===== src/rtl/shazam_pkg.sv =====
// Shared types and constants for the shazam frame sequencer.
package shazam_pkg;

    // Words shifted out by the serializer per frame.
    localparam int unsigned FRAME_WORDS = 16;

    localparam int unsigned STATE_W       = 3;
    localparam int unsigned FRAME_CNT_W   = 16;
    localparam int unsigned DROP_CNT_W    = 8;
    localparam int unsigned TIMEOUT_CNT_W = 8;
    localparam int unsigned PHASE_CNT_W   = 8;

    typedef enum logic [STATE_W-1:0] {
        StIdle     = 3'd0,
        StArm      = 3'd1,
        StWaitCore = 3'd2,
        StLoad     = 3'd3,
        StDrain    = 3'd4,
        StGap      = 3'd5
    } seq_state_t;

    // Increment that sticks at all-ones.
    function automatic logic [7:0] sat_inc8(input logic [7:0] v);
        return (&v) ? v : v + 8'd1;
    endfunction

endpackage


===== src/rtl/shazam_sequencer.sv =====
// Frame sequencer: starts the analysis core, hands results to the serializer,
// and paces frames with an idle gap, a watchdog and drop/timeout statistics.
module shazam_sequencer
    import shazam_pkg::*;
#(
    parameter int unsigned TIMEOUT_W  = 22,
    parameter int unsigned GAP_CYCLES = 16
) (
    input  logic                     clk_i,
    input  logic                     reset_i,
    input  logic                     start_i,
    input  logic                     run_i,
    input  logic                     maximas_found_i,
    input  logic                     piso_active_i,
    input  logic                     fifo_wfull_i,
    output logic                     core_start_o,
    output logic                     piso_load_o,
    output logic                     busy_o,
    output logic [FRAME_CNT_W-1:0]   frame_count_o,
    output logic [DROP_CNT_W-1:0]    drop_count_o,
    output logic [TIMEOUT_CNT_W-1:0] timeout_count_o,
    output logic [STATE_W-1:0]       state_dbg_o
);

    // Watchdog fires on the cycle whose next count would be all-ones, so the
    // GAP state appears exactly 2^TIMEOUT_W-1 cycles after core_start.
    localparam logic [TIMEOUT_W-1:0]   WdFire  = ~(TIMEOUT_W'(1));
    localparam logic [PHASE_CNT_W-1:0] GapLast = PHASE_CNT_W'(GAP_CYCLES - 1);
    localparam logic [PHASE_CNT_W-1:0] DrainMin = PHASE_CNT_W'(2);

    seq_state_t               state_q;
    logic                     single_q;
    logic                     core_start_q;
    logic                     piso_load_q;
    logic [TIMEOUT_W-1:0]     wd_q;
    // Shared by DRAIN (minimum dwell) and GAP (idle spacing).
    logic [PHASE_CNT_W-1:0]   phase_q;
    logic [FRAME_CNT_W-1:0]   frame_q;
    logic [DROP_CNT_W-1:0]    drop_q;
    logic [TIMEOUT_CNT_W-1:0] timeout_q;

    // Sequencer FSM with registered one-cycle pulses and statistics counters.
    always_ff @(posedge clk_i) begin
        if (reset_i) begin
            state_q      <= StIdle;
            single_q     <= 1'b0;
            core_start_q <= 1'b0;
            piso_load_q  <= 1'b0;
            wd_q         <= '0;
            phase_q      <= '0;
            frame_q      <= '0;
            drop_q       <= '0;
            timeout_q    <= '0;
        end else begin
            core_start_q <= 1'b0;
            piso_load_q  <= 1'b0;
            case (state_q)
                StIdle: begin
                    if (start_i || run_i) begin
                        single_q <= start_i;
                        state_q  <= StArm;
                    end
                end
                StArm: begin
                    // Only kick the core when the result has somewhere to go.
                    if (!fifo_wfull_i && !piso_active_i) begin
                        core_start_q <= 1'b1;
                        wd_q         <= '0;
                        state_q      <= StWaitCore;
                    end
                end
                StWaitCore: begin
                    wd_q <= wd_q + TIMEOUT_W'(1);
                    if (maximas_found_i) begin
                        phase_q <= '0;
                        if (fifo_wfull_i) begin
                            drop_q  <= sat_inc8(drop_q);
                            state_q <= StGap;
                        end else begin
                            piso_load_q <= 1'b1;
                            frame_q     <= frame_q + FRAME_CNT_W'(1);
                            state_q     <= StLoad;
                        end
                    end else if (wd_q == WdFire) begin
                        timeout_q <= sat_inc8(timeout_q);
                        phase_q   <= '0;
                        state_q   <= StGap;
                    end
                end
                StLoad: begin
                    phase_q <= '0;
                    state_q <= StDrain;
                end
                StDrain: begin
                    // piso_active may lag the load; ignore it for two cycles.
                    if (phase_q >= DrainMin && !piso_active_i) begin
                        phase_q <= '0;
                        state_q <= StGap;
                    end else if (phase_q < DrainMin) begin
                        phase_q <= phase_q + PHASE_CNT_W'(1);
                    end
                end
                StGap: begin
                    if (phase_q == GapLast) begin
                        if (run_i && !single_q) begin
                            state_q <= StArm;
                        end else begin
                            single_q <= 1'b0;
                            state_q  <= StIdle;
                        end
                    end else begin
                        phase_q <= phase_q + PHASE_CNT_W'(1);
                    end
                end
                default: begin
                    state_q <= StIdle;
                end
            endcase
        end
    end

    // Outputs come straight from registers.
    always_comb begin
        core_start_o    = core_start_q;
        piso_load_o     = piso_load_q;
        busy_o          = (state_q != StIdle);
        frame_count_o   = frame_q;
        drop_count_o    = drop_q;
        timeout_count_o = timeout_q;
        state_dbg_o     = state_q;
    end

endmodule


===== config.mk =====
export PLATFORM = sky130hd
export DESIGN_NAME = shazam_sequencer
export DESIGN_NICKNAME = d
export VERILOG_FILES = /design/src/rtl/shazam_pkg.sv /design/src/rtl/shazam_sequencer.sv
export SDC_FILE = /design/constraint.sdc
export NUM_CORES = 1
export LEC_CHECK = 0
export BUFFER_PORTS_ARGS = -buffer_cell sky130_fd_sc_hd__buf_4
export CAP_MARGIN = 20
export CELL_PAD_IN_SITES_DETAIL_PLACEMENT = 0
export CELL_PAD_IN_SITES_GLOBAL_PLACEMENT = 1
export CORE_MARGIN = 2
export CORE_UTILIZATION = 43
export DETAILED_ROUTE_END_ITERATION = 6
export PLACE_DENSITY = 0.88
export SETUP_SLACK_MARGIN = 0.02
export SLEW_MARGIN = 20
export SYNTH_ARGS = -nofsm -noshare
export SYNTH_HDL_FRONTEND = slang
export SYNTH_SLANG_ARGS = --single-unit

===== constraint.sdc =====
create_clock -name clk_i -period 2.2 [get_ports clk_i]
set_input_delay 0.22 -clock clk_i [delete_from_list [all_inputs] [get_ports clk_i]]
set_output_delay 0.22 -clock clk_i [all_outputs]
set_load 0.03 [all_outputs]

==> results of run 1 <==
## report_power, final
part           leakage (nW)  internal [mW]  switching, mW
clock network         0.106          0.643          0.508
logic                 0.867          0.271          0.444
registers             0.549           1.27         0.0253
## cell usage after synthesis, drive strengths merged, types with 13 or more instances
master	number	share of area
or4	13	0.030
clkbuf	16	0.017
nand3	23	0.034
nand2	32	0.035
o21ai	16	0.023
nor2	50	0.055
xnor2	16	0.041
nor3	14	0.020
dfxtp	68	0.40
a21oi	30	0.044
inv	21	0.023
nand4	15	0.031
or3	13	0.024
## logic make-up (layout without fill, tap and decap cells)
family          Yosys count  in the layout  share of synthesized area
fa+ha+maj                 7              7                     0.0255
buf+inv                  44            103                     0.0521
flops                    68             68                      0.397
mux                       8              8                     0.0259
simple gates            190            190                      0.297
xor+xnor                 23             23                     0.0587
compound gates           78             78                      0.144
## flip-flops by register name, summed over array words and instances, names as in the netlist
name / count
wd_q: 22
frame_count_o: 16
drop_count_o: 8
phase_q: 8
timeout_count_o: 8
state_dbg_o: 3
core_start_o: 1
piso_load_o: 1
single_q: 1
## metal layers
| metal | track usage | share of wire | vias to the layer above |
|---|---|---|---|
| met1 | 0.246 | 0.46 | 1530 |
| met5 | 0 | 0 | - |
| li1 | - | - | 1617 |
| met4 | 0.0907 | 0.019 | 0 |
| met2 | 0.311 | 0.47 | 64 |
| met3 | 0.0314 | 0.044 | 13 |
## worst min path at each step
stage | to | slack [ns] | cells after the start | startpoint
finish | single_q$_SDFFE_PP0P_ | 0.13 | 2 | reset_i
global route | frame_count_o[1]$_SDFFE_PP0P_ | 0.13 | 2 | reset_i
CTS | frame_count_o[4]$_SDFFE_PP0P_ | 0.11 | 2 | reset_i
detailed placement | wd_q[12]$_SDFFE_PP0P_ | 0.49 | 2 | wd_q[12]$_SDFFE_PP0P_
global placement | frame_count_o[1]$_SDFFE_PP0P_ | 0.47 | 2 | reset_i
floorplan | single_q$_SDFFE_PP0P_ | 0.36 | 2 | start_i
## area by class of cell
class / instances / area share
Clock inverter: 7 / 0.0241
Inverter: 21 / 0.0187
Clock buffer: 9 / 0.0294
Sequential cell: 68 / 0.323
Multi-Input combinational cell: 306 / 0.456
Timing Repair Buffer: 66 / 0.118
Tap cell: 102 / 0.0303
## timing repair
action	CTS	global route
gates resized for setup	0	7
endpoints found under the hold margin	0	0
setup endpoints to repair	0	13
## through the flow
stage	cell area, sq um	total power, mW
final	4210	3.16
after global routing	4210	3.31
after global placement	3960	2.01
after detailed placement	3960	2.02
after CTS	4180	3.19
after floorplan	3430	1.81
==> reports/qor.csv, run 1 <==
metric,value,unit
status,"complete, no violations",
io_pins,45,
dr_total_vias,3224,
setup_ws,0.105,ns
fmax,477,MHz
crit_path_max_incr_delay,0.69,ns
worst-path-stages,5,
rr_worst_depth,5,
layout_common_cells,"dfxtp_1 (67), buf_4 (66), nor2_1 (50), nand2_1 (32), a21oi_1 (30)",
ys_warn_count,0,
insertion_delay,0.35,ns
endpoint_kind,flop,
cts_root_buf,clkbuf_8,
place_ws,0.0730,ns
row_count,32,
multi_input_area,0.00192,sq mm
cts_sinks,68,
clk_pin_slew_worst_paths,0.08,ns
endpoint,phase_q[5]$_SDFFE_PP0P_,
powerDensity,750,mW/mm^2
dieArea,0.00871,sq mm
syn_inst,418,
clockBufferDepth,2,
dpl.hpwl,5620,microns
tightest_slew,0.537,ns
hold_viol_final,0,
seqCellArea,0.00136,sq mm
grt_setup_unrepaired,yes,
finalSetupTns,0,ns
cp_cell_sequence,"nor4_2, a211oi_1, or4b_2, or3_1, a21oi_1",
post-route-period-util,0.952,
ant_nets,0,
hold_slack,0.130,ns
fin_nets,486,
critPathLaunch,phase_q[4]$_SDFFE_PP0P_,
grt_max_degree,52,
grt_pass1_vias,3016,
drt-wirelength-per-cell,13.7,microns
core,0.00773,sq mm
crit_required,2.48,ns
antenna_found_initial,0,
post-cts-setup-buffer-count,0,
track_usage,0.191,
synth_cell_type_count,51,
fin_util,0.545,
rrSetupSlack,0.10,ns
synth_area,0.00343,sq mm
numPortBuffers,44,
avgSynthCellArea,8.21,sq um
htree_levels,3,
drive_gt1_frac,0.233,
ys_seq_area_frac,0.397,
mostFrequentLayoutCell,dfxtp_1,
crit_type,reg -> reg,
ys_ff_latch,68,
syn-num-nets,432,
critPathBufInv,0,
finalSetupViolCount,0,
num-fill-cells,725,
drc,0,
clock_skew,0.0102,ns
regToRegStartpoint,phase_q[4]$_SDFFE_PP0P_,
fin_crit,2.10,ns
grt_overflow,0,
r2r_end,phase_q[5]$_SDFFE_PP0P_,
cp-start-kind,flop,
synth_enable_flop_cells,0,
crit_slowest_cell,or4b_2,
antennaDiodeCount,0,
grt_pass1_wl,13300,microns
async_reset_ff_frac,0,
cts_buffers,9,
viasPerCell,5.57,
start_util,0.444,
irDropWorstVdd,332,uV
place_congestion,0.804,
maxSlewViolCount,0,
drt_first_pass_iters,4,
drtIter0Drc,119,
path_max_fanout,7,
cts_tree,yes,
postCtsHoldBufs,0,
slew_headroom,0.642,
place_inst,563,
die-width,93.3,microns
layout.cells.non_filler,579,
drv_cap,0,
critical_path.top_delay_family,simple AND/OR/NAND/NOR gates,
fp.dieH,93.3,microns
area_growth,22.7,%
cp.arrival,2.38,ns
ys.flop_type,dfxtp_1,
total_leakage_power,1.52,nW
wl,7950,microns
min_path_type,in -> reg,
Power figures use the tool's default switching activity.
==> inputs of run 2 (changes only) <==
- ABC_AREA: not set -> 1
- CAP_MARGIN: 20 -> not set
- CORE_UTILIZATION: 43 -> 41
- PLACE_DENSITY: 0.88 -> 0.91
==> reports/qor.csv, run 2 <==
metric,value,unit
synth-adder-area-share,0.0229,
switching_share,0.359,
clockBufferDepth,2,
placed_cell_area,0.00427,sq mm
powerDensity,672,mW/mm^2
drt-wirelength-per-cell,12.0,microns
multi_input_area,0.00211,sq mm
cts_resized,0,
grtUsageMet2,0.316,
synth_area,0.00383,sq mm
insertion_delay,0.35,ns
antennaDiodeCount,0,
syn-num-nets,598,
num-fill-cells,929,
maxSlewViolCount,0,
grt.busiest_layer,met2,
clock_skew,0.0118,ns
htree_levels,3,
finalSetupViolCount,0,
postCtsHoldBufs,0,
mostFrequentLayoutCell,nand2_1,
ys_warn_count,0,
core,0.00915,sq mm
slew_headroom,0.695,
place_ws,0.432,ns
io_pins,45,
synth_enable_flop_cells,0,
viasPerCell,4.98,
numPortBuffers,44,
post-route-period-util,0.802,
dpl.hpwl,6520,microns
area_growth,15.7,%
drc,0,
pwr-share-seq,0.453,
grt_setup_unrepaired,no,
cp_cell_sequence,"inv_2, nand2_2, nor3_1, nand2_1, inv_1, nand2_1, a21oi_1, o21a_1",
grt_overflow,0,
hold_viol_final,0,
start_util,0.418,
fp.dieH,101,microns
cp.arrival,2.01,ns
fin_nets,646,
crit_path_max_incr_delay,0.61,ns
avgSynthCellArea,6.56,sq um
drtIter0Drc,172,
crit_required,2.44,ns
top_register,wd_q,
synthXorXnorAreaFrac,0.0229,
power,2.97,mW
path_max_fanout,11,
p_clk_frac,0.297,
cell_internal_pwr,1.91,mW
dr_total_vias,3722,
async_reset_ff_frac,0,
design_area,0.00443,sq mm
cts_buffers,9,
total_leakage_power,1.90,nW
layout_common_cells,"nand2_1 (152), nor2_1 (84), inv_1 (76), dfxtp_1 (68), buf_4 (47)",
holdPathStages,5,
ys_seq_area_frac,0.356,
drive_gt1_frac,0.143,
synth_area_leaders,"dfxtp_1 (36%), nand2_1 (15%), nor2_1 (8.2%), inv_1 (7.5%), nand3_1 (5.1%)",
syn_inst,584,
cts_root_buf,clkbuf_8,
cts_sinks,68,
die-width,101,microns
fin_crit,1.76,ns
row_count,35,
crit_slowest_cell,dfxtp_1,
seqCellArea,0.00136,sq mm
synthSimpleGateAreaFrac,0.391,
fmax,567,MHz
synth_top_area_cell,dfxtp_1,
largest_reg_flops,22,
fin_util,0.484,
synth_common_cells,"nand2_1 (152), nor2_1 (84), inv_1 (76), dfxtp_1 (68), nand3_1 (39)",
synth_cell_type_count,44,
drt_first_pass_iters,4,
synth_top_family_by_area,simple AND/OR/NAND/NOR gates,
crit_type,reg -> reg,
synth_most_common_cell,nand2_1,
synth_top_area_share,0.356,
synthMuxAreaShare,0,
cts_tree,yes,
endpoint_kind,flop,
grt_max_degree,33,
tightest_slew,0.457,ns
wl,8940,microns
ant_nets,0,
p_sw,1.07,mW
irDropWorstVdd,454,uV
track_usage,0.188,
ys_ff_latch,68,
antenna_found_initial,0,
cp-start-kind,flop,
grt_pass1_wl,15500,microns
post-cts-setup-buffer-count,0,
status,"complete, no violations",
place_congestion,0.836,
use_met3,0.0374,
grt_util_met1,0.238,
setup_ws,0.436,ns
ys.flop_type,dfxtp_1,
cp_common_cell,nand2_1,
clk_pin_slew_worst_paths,0.07,ns
power.combinational.fraction,0.250,
grt_pass1_vias,3468,
dieArea,0.0101,sq mm
synth_compound_area_frac,0.116,
drv_cap,0,
min_path_type,in -> reg,
finalSetupTns,0,ns
rr_worst_depth,8,
## run 2: per-stage QoR
| step | cells | hold slack, ns |
|---|---|---|
| 4_1_cts | 747 | 0.219 |
| 5_1_grt | 747 | 0.260 |
| 6_report | 747 | 0.236 |
| 3_5_place_dp | 732 | 0.488 |
| 3_3_place_gp | 732 | 0.474 |
| 2_1_floorplan | 584 | 0.375 |
## run 2: per-layer routing
metal / up-vias / routed length (microns)
li1: 1965 / -
met1: 1696 / 4240
met2: 54 / 4280
met3: 7 / 345
met4: 0 / 80
met5: - / 0
## run 2: worst paths after layout
kind                          startpoint                      endpoint  slack (ns)
min reg2reg        wd_q[21]$_SDFFE_PP0P_         wd_q[21]$_SDFFE_PP0P_        0.50
max reg2reg  state_dbg_o[0]$_SDFFE_PP0P_  drop_count_o[6]$_SDFFE_PP0P_        0.44
min                              start_i         single_q$_SDFFE_PP0P_        0.24
max          state_dbg_o[0]$_SDFFE_PP0P_  drop_count_o[6]$_SDFFE_PP0P_        0.44
## run 2: cell families after synthesis
family | after synthesis
xor+xnor | 10
compound gates | 79
fa+ha+maj | 7
flops | 68
buf+inv | 91
simple gates | 329
## run 2: layout make-up
cell class	instances	area share
timing repair buffer	47	0.0797
tap	111	0.0314
inverter	81	0.0689
sequential	68	0.307
clock inverter	5	0.00678
multi-input combinational	425	0.477
clock buffer	10	0.0288
## run 2: power groups by stage
| stage | sequential [mW] | clock [mW] | combinational (mW) |
|---|---|---|---|
| 2_1_floorplan | 1.39 | 0 | 0.538 |
| 3_3_place_gp | 1.38 | 0 | 0.746 |
| 3_5_place_dp | 1.38 | 0 | 0.751 |
| 6_report | 1.35 | 0.883 | 0.743 |
| 5_1_grt | 1.36 | 0.963 | 0.850 |
| 4_1_cts | 1.35 | 0.908 | 0.755 |
## run 2: worst max-delay path: cells and delay by family (launching register included)
kind                   cells  cell delay [ns]
buffers and inverters      2             0.26
flip-flops                 1             0.61
AO/OA/AOI/OAI              2             0.18
AND/OR/NAND/NOR            4             0.63
